==> src/rtl/id_ex_hazard_stage_pkg.sv <==
// Shared pipeline definitions for the ID/EX stage: widths, control bundle, bubble constant.
// Latency: n/a (types and constants only).
// Backpressure: n/a.
package id_ex_hazard_stage_pkg;

    localparam int DATA_W     = 32;
    localparam int REG_ADDR_W = 5;
    localparam int ALU_OP_W   = 3;
    localparam int CNT_W      = 16;

    // Decoded control travelling from ID into EX.
    typedef struct packed {
        logic reg_write;
        logic mem_read;
        logic mem_write;
        logic mem_to_reg;
        logic alu_src;
        logic reg_dst;
    } ctrl_t;

    // A bubble has no write/read side effects, so the forwarding unit never matches it.
    localparam ctrl_t BUBBLE = '0;

endpackage

==> src/rtl/id_ex_hazard_stage_detector.sv <==
// Load-use hazard equation: a load in EX whose destination is read by the ID instruction.
// Latency: purely combinational.
// Backpressure: none; the result feeds the stall outputs of the stage.
// Ports: ex_mem_read/ex_rt from the EX register, id_rs/id_rt/id_uses_* from ID, hz out.
module load_use_detector #(
    parameter int REG_ADDR_W = 5
) (
    input  logic                  ex_mem_read,
    input  logic [REG_ADDR_W-1:0] ex_rt,
    input  logic [REG_ADDR_W-1:0] id_rs,
    input  logic [REG_ADDR_W-1:0] id_rt,
    input  logic                  id_uses_rs,
    input  logic                  id_uses_rt,
    output logic                  hz
);

    // A load into $0 produces nothing to wait for, so it never stalls.
    assign hz = ex_mem_read && (ex_rt != '0) &&
                ((id_uses_rs && (id_rs == ex_rt)) || (id_uses_rt && (id_rt == ex_rt)));

endmodule

==> src/rtl/id_ex_hazard_stage.sv <==
// ID/EX pipeline register with load-use stall and branch-flush bubble insertion.
// Latency: 1 cycle ID->EX; stall outputs are combinational in the same cycle.
// Backpressure: on load-use, holds PC and IF/ID for one cycle and sends a bubble to EX.
// Ports: id_* decoded fields in, ex_* registered copies out, flush squashes the ID
//        instruction, pc_write/if_id_write/load_use_stall/stall_count report the stall.
module id_ex_hazard_stage #(
    parameter int DATA_W     = id_ex_hazard_stage_pkg::DATA_W,
    parameter int REG_ADDR_W = id_ex_hazard_stage_pkg::REG_ADDR_W,
    parameter int ALU_OP_W   = id_ex_hazard_stage_pkg::ALU_OP_W,
    parameter int CNT_W      = id_ex_hazard_stage_pkg::CNT_W
) (
    input  logic                  clk,
    input  logic                  rst,
    input  logic [REG_ADDR_W-1:0] id_rs,
    input  logic [REG_ADDR_W-1:0] id_rt,
    input  logic [REG_ADDR_W-1:0] id_rd,
    input  logic                  id_uses_rs,
    input  logic                  id_uses_rt,
    input  logic                  id_ctrl_reg_write,
    input  logic                  id_ctrl_mem_read,
    input  logic                  id_ctrl_mem_write,
    input  logic                  id_ctrl_mem_to_reg,
    input  logic                  id_ctrl_alu_src,
    input  logic                  id_ctrl_reg_dst,
    input  logic [ALU_OP_W-1:0]   id_alu_op,
    input  logic [DATA_W-1:0]     id_rd1,
    input  logic [DATA_W-1:0]     id_rd2,
    input  logic [DATA_W-1:0]     id_imm,
    input  logic [DATA_W-1:0]     id_pc4,
    input  logic                  flush,
    output logic [REG_ADDR_W-1:0] ex_rs,
    output logic [REG_ADDR_W-1:0] ex_rt,
    output logic [REG_ADDR_W-1:0] ex_rd,
    output logic                  ex_uses_rs,
    output logic                  ex_uses_rt,
    output logic                  ex_ctrl_reg_write,
    output logic                  ex_ctrl_mem_read,
    output logic                  ex_ctrl_mem_write,
    output logic                  ex_ctrl_mem_to_reg,
    output logic                  ex_ctrl_alu_src,
    output logic                  ex_ctrl_reg_dst,
    output logic [ALU_OP_W-1:0]   ex_alu_op,
    output logic [DATA_W-1:0]     ex_rd1,
    output logic [DATA_W-1:0]     ex_rd2,
    output logic [DATA_W-1:0]     ex_imm,
    output logic [DATA_W-1:0]     ex_pc4,
    output logic                  pc_write,
    output logic                  if_id_write,
    output logic                  load_use_stall,
    output logic [CNT_W-1:0]      stall_count
);
    import id_ex_hazard_stage_pkg::*;

    ctrl_t id_ctrl;
    ctrl_t ex_ctrl;
    logic  hz;

    assign id_ctrl = '{
        reg_write:  id_ctrl_reg_write,
        mem_read:   id_ctrl_mem_read,
        mem_write:  id_ctrl_mem_write,
        mem_to_reg: id_ctrl_mem_to_reg,
        alu_src:    id_ctrl_alu_src,
        reg_dst:    id_ctrl_reg_dst
    };

    load_use_detector #(
        .REG_ADDR_W (REG_ADDR_W)
    ) u_detector (
        .ex_mem_read (ex_ctrl.mem_read),
        .ex_rt       (ex_rt),
        .id_rs       (id_rs),
        .id_rt       (id_rt),
        .id_uses_rs  (id_uses_rs),
        .id_uses_rt  (id_uses_rt),
        .hz          (hz)
    );

    // Flush squashes the instruction being stalled, so there is nothing to hold for.
    assign load_use_stall = hz && !flush;
    assign pc_write       = !load_use_stall;
    assign if_id_write    = !load_use_stall;

    always_ff @(posedge clk) begin
        if (rst) begin
            ex_rs       <= '0;
            ex_rt       <= '0;
            ex_rd       <= '0;
            ex_uses_rs  <= 1'b0;
            ex_uses_rt  <= 1'b0;
            ex_ctrl     <= BUBBLE;
            ex_alu_op   <= '0;
            ex_rd1      <= '0;
            ex_rd2      <= '0;
            ex_imm      <= '0;
            ex_pc4      <= '0;
            stall_count <= '0;
        end else begin
            // Data fields are don't-care under a bubble, so they load unconditionally.
            ex_rs      <= id_rs;
            ex_rt      <= id_rt;
            ex_rd      <= id_rd;
            ex_uses_rs <= id_uses_rs;
            ex_uses_rt <= id_uses_rt;
            ex_rd1     <= id_rd1;
            ex_rd2     <= id_rd2;
            ex_imm     <= id_imm;
            ex_pc4     <= id_pc4;
            if (flush || hz) begin
                ex_ctrl   <= BUBBLE;
                ex_alu_op <= '0;
            end else begin
                ex_ctrl   <= id_ctrl;
                ex_alu_op <= id_alu_op;
            end
            if (load_use_stall && (stall_count != '1)) begin
                stall_count <= stall_count + CNT_W'(1);
            end
        end
    end

    assign ex_ctrl_reg_write  = ex_ctrl.reg_write;
    assign ex_ctrl_mem_read   = ex_ctrl.mem_read;
    assign ex_ctrl_mem_write  = ex_ctrl.mem_write;
    assign ex_ctrl_mem_to_reg = ex_ctrl.mem_to_reg;
    assign ex_ctrl_alu_src    = ex_ctrl.alu_src;
    assign ex_ctrl_reg_dst    = ex_ctrl.reg_dst;

endmodule
==> config.mk <==
export PLATFORM = sky130hd
export DESIGN_NAME = id_ex_hazard_stage
export DESIGN_NICKNAME = d
export VERILOG_FILES = /design/src/rtl/id_ex_hazard_stage_pkg.sv /design/src/rtl/id_ex_hazard_stage_detector.sv /design/src/rtl/id_ex_hazard_stage.sv
export SDC_FILE = /design/constraint.sdc
export NUM_CORES = 1
export LEC_CHECK = 0
export ABC_AREA = 1
export CORE_MARGIN = 8
export CORE_UTILIZATION = 37
export DETAILED_ROUTE_END_ITERATION = 10
export GPL_TIMING_DRIVEN = 0
export PLACE_DENSITY_LB_ADDON = 0.08
export SLEW_MARGIN = 25
export SYNTH_ARGS = -nofsm -noshare
export SYNTH_HDL_FRONTEND = slang
export SYNTH_SLANG_ARGS = --single-unit
==> constraint.sdc <==
create_clock -name clk -period 1.9 [get_ports clk]
set_input_delay 0.38 -clock clk [delete_from_list [all_inputs] [get_ports clk]]
set_output_delay 0.38 -clock clk [all_outputs]
set_load 0.01 [all_outputs]
==> flow_metrics.env <==
export IMPL_drive_gt1_share_pct=7.10
export IMPL_die_area_um2=19200
export IMPL_route_detailed_drc=0
export IMPL_cp_end_kind="output port"
export IMPL_min_period_ns=1.96
export IMPL_finalMaxSlewViolations=0
export IMPL_clock_latency_ns=0.41
export IMPL_ys_seq_area_share_pct=61.3
export IMPL_vias=4989
export IMPL_worstMarginPinSlew_ns=0.577
export IMPL_cts_made_buffers=17
export IMPL_rr_worst_depth=9
export IMPL_grt_usage_pct=19.9
export IMPL_die_w_um=138
export IMPL_critPathTopFamily="buffers and inverters"
export IMPL_drv_cap=0
export IMPL_holdBufCountCts=0
export IMPL_total_power_mw=8.17
export IMPL_synth_adder_area_share_pct=0.225
export IMPL_setup_tns_ns=-0.0653
export IMPL_path_cells="clkdlybuf4s50_1 > nand2_1 > nor2_2 > nand3_2 > nand2_4 > nand3_4 > buf_6 > buf_6"
export IMPL_synth_compound_area_share_pct=0.789
export IMPL_setup_ws_ns=-0.0577
export IMPL_antenna_found_initial=3
export IMPL_cts_sinks=170
export IMPL_skew_ns=0.00736
export IMPL_setup_violations_final=2
export IMPL_rsz0062_at_grt="yes"
export IMPL_yosysUniqueCellTypes=27
export IMPL_place_congestion=0.809
export IMPL_min_to="ex_rt[0]"
export IMPL_power_density_nw_per_um2=842
export IMPL_ys_ff_latch=170
export IMPL_utilization_pct=66.5
export IMPL_cp_max_fo=5
export IMPL_hold_viol=0
export IMPL_avgSynthCellArea_um2=8.06
export IMPL_violations="setup timing"
export IMPL_hold_start="id_rt[0]"
export IMPL_synth_fp_nets=847
export IMPL_fp_row_count=44
export IMPL_synthFlopType="dfxtp_1"
export IMPL_fmax_mhz=511
export IMPL_status="finished with violations"
export IMPL_core_area_um2=14600
export IMPL_worstSetupStartpointType="primary input"
export IMPL_reg2reg_to="stall_count[14]"
export IMPL_dp_cells=1202
export IMPL_avgRoutedWirePerCell_um=15.3
export IMPL_syn_to_final_growth_pct=74.8
export IMPL_grt_pass1_wl_um=28800
export IMPL_critPathArrivalTime_ns=1.58
export IMPL_clockRootBuffer="clkbuf_16"
export IMPL_stdcell_area_um2=9710
export IMPL_netlist_area_leader_share_pct=61.3
export IMPL_dpl_cell_area_um2=9070
export IMPL_drt_antenna_violating_nets=0
export IMPL_drt_iter0_markers=167
export IMPL_path_common_cell="buf_6"
export IMPL_clk_pin_slew_ns=0.06
export IMPL_die_h_um=138
export IMPL_synthSimpleGateAreaFrac_pct=22.8
export IMPL_port_buffers=329
export IMPL_synth_top_family_by_area="simple AND/OR/NAND/NOR gates"
export IMPL_netlist_instances=689
export IMPL_drt_pass1_iterations=4
export IMPL_ys_top_cells_by_count="188 x nor2_1, 182 x inv_1, 170 x dfxtp_1"
export IMPL_syn_cell_area_um2=5550
export IMPL_critPathSlowestCell="clkdlybuf4s50_1"
export IMPL_ys_async_sr_fraction_pct=0
export IMPL_yosys_area_share_xor_xnor_pct=0.789
export IMPL_final_nets=1201
export IMPL_finalWirelength_um=19100
export IMPL_synth_edff_count=0
export IMPL_grt_pass1_vias=5072
export IMPL_crit_required_ns=1.52
export IMPL_yosysMostFrequentCell="nor2_1"
export IMPL_yosysWarnings=0
export IMPL_cts_tree="done"
export IMPL_ir_drop_uv=563
export IMPL_reg2reg_from="stall_count[1]"
export IMPL_timing_final_crit_share_pct=103
export IMPL_clk_path_buf_depth=2
export IMPL_power_leakage_nw=4.63
export IMPL_muxShareOfSynthArea_pct=0
export IMPL_fin_cells=1243
export IMPL_critical_path_class="in2out"
export IMPL_io_pins=330
export IMPL_reg2reg_slack_ns=0.23
export IMPL_start_util_pct=38.1
export IMPL_synthTopCellsByArea="dfxtp_1 61%, nor2_1 13%, inv_1 12%, nand2_1 4.8%, nor2_2 1.6%"
export IMPL_hold_path_cell_count=3
export IMPL_max_slew_margin_rel_pct=61.5
export IMPL_vias_per_cell=4.01
export IMPL_cts_max_level=4
export IMPL_hpwlAfterDp_um=15600
export IMPL_cpPeakStageDelay_ns=0.48
export IMPL_yosysTopAreaCell="dfxtp_1"
export IMPL_grt_overflow=0
export IMPL_path_buf_inv=3
export IMPL_hold_class="in2reg"
export IMPL_grt_max_degree=17
## logic make-up after synthesis
logic type	count (synthesis)
fa+ha+maj	1
buf+inv	205
xor+xnor	5
flops	170
simple gates	300
compound gates	8
## routing by layer
metal,up-vias,GRT usage (%),part of all wire (%)
met1,2157,18.6,35
met5,-,0,0
met2,174,36.0,53
met4,0,7.67,1.5
li1,2637,-,-
met3,21,10.2,10
## layout make-up
type | instances | area, µm²
clock inverter | 7 | 91.3
timing repair buffer | 335 | 3320
clock buffer | 25 | 475
fill | 1248 | 4880
buffer | 19 | 87.6
multi-input combinational | 314 | 1380
inverter | 186 | 698
antenna | 3 | 7.51
tap | 184 | 230
sequential | 170 | 3410
## where the power goes
part | switching, mW | internal, mW
registers | 0.0482 | 3.74
clock network | 1.34 | 2.00
logic | 0.411 | 0.634
total | 1.80 | 6.37
## stage by stage
stage	hold slack, ns	setup slack [ns]
floorplan	0.487	0.268
global placement	0.504	-0.774
detailed placement	0.522	-0.802
CTS	0.303	-0.105
global route	0.223	-0.161
finish	0.226	-0.0577
## worst register-to-register path: cells and delay by family (launching register included)
family,cells,cell delay [ns]
buf+inv,1,0.16
fa+ha+maj,1,0.21
flops,1,0.41
simple gates,7,0.80
## placed cells by master, fill, tap and decap left out, types with 2 or more instances in the layout
master / Yosys / final
clkdlybuf4s50_1: 0 / 315
nor2_1: 188 / 186
inv_1: 182 / 180
dfxtp_1: 170 / 165
nand2_1: 71 / 70
clkbuf_1: 15 / 21
clkbuf_16: 0 / 17
nor2_2: 14 / 16
dlygate4sd2_1: 0 / 9
nand3_1: 7 / 7
nand4_1: 7 / 7
inv_2: 4 / 6
buf_4: 1 / 6
xor2_1: 5 / 5
nor3_1: 4 / 4
dfxtp_2: 0 / 4
diode_2: 0 / 3
buf_6: 1 / 3
buf_2: 1 / 3
o21ai_0: 3 / 3
clkinv_2: 0 / 3
nand3_2: 3 / 2
nand2_2: 1 / 2
nand4_4: 2 / 2
a21oi_1: 2 / 2
bufinv_16: 0 / 2
clkbuf_8: 0 / 2
dlymetal6s2s_1: 0 / 2
## worst max path at each step
| stage | startpoint | end | cells after the start |
|---|---|---|---|
| after floorplan | ex_rt[2] | pc_write | 8 |
| after global routing | ex_rt[4] | pc_write | 9 |
| after detailed placement | id_rs[3] | pc_write | 10 |
| after CTS | ex_rt[4] | pc_write | 9 |
| after global placement | id_rs[3] | pc_write | 10 |
| final | id_uses_rt | pc_write | 8 |
## what timing repair did
| action | 4_1_cts | 5_1_grt |
|---|---|---|
| endpoints found under the setup margin | 3 | 3 |
| gates resized for setup | 32 | 5 |
| setup buffers | 3 | 3 |
| pin swaps | 9 | 6 |
(Power assumes the default switching activity.)
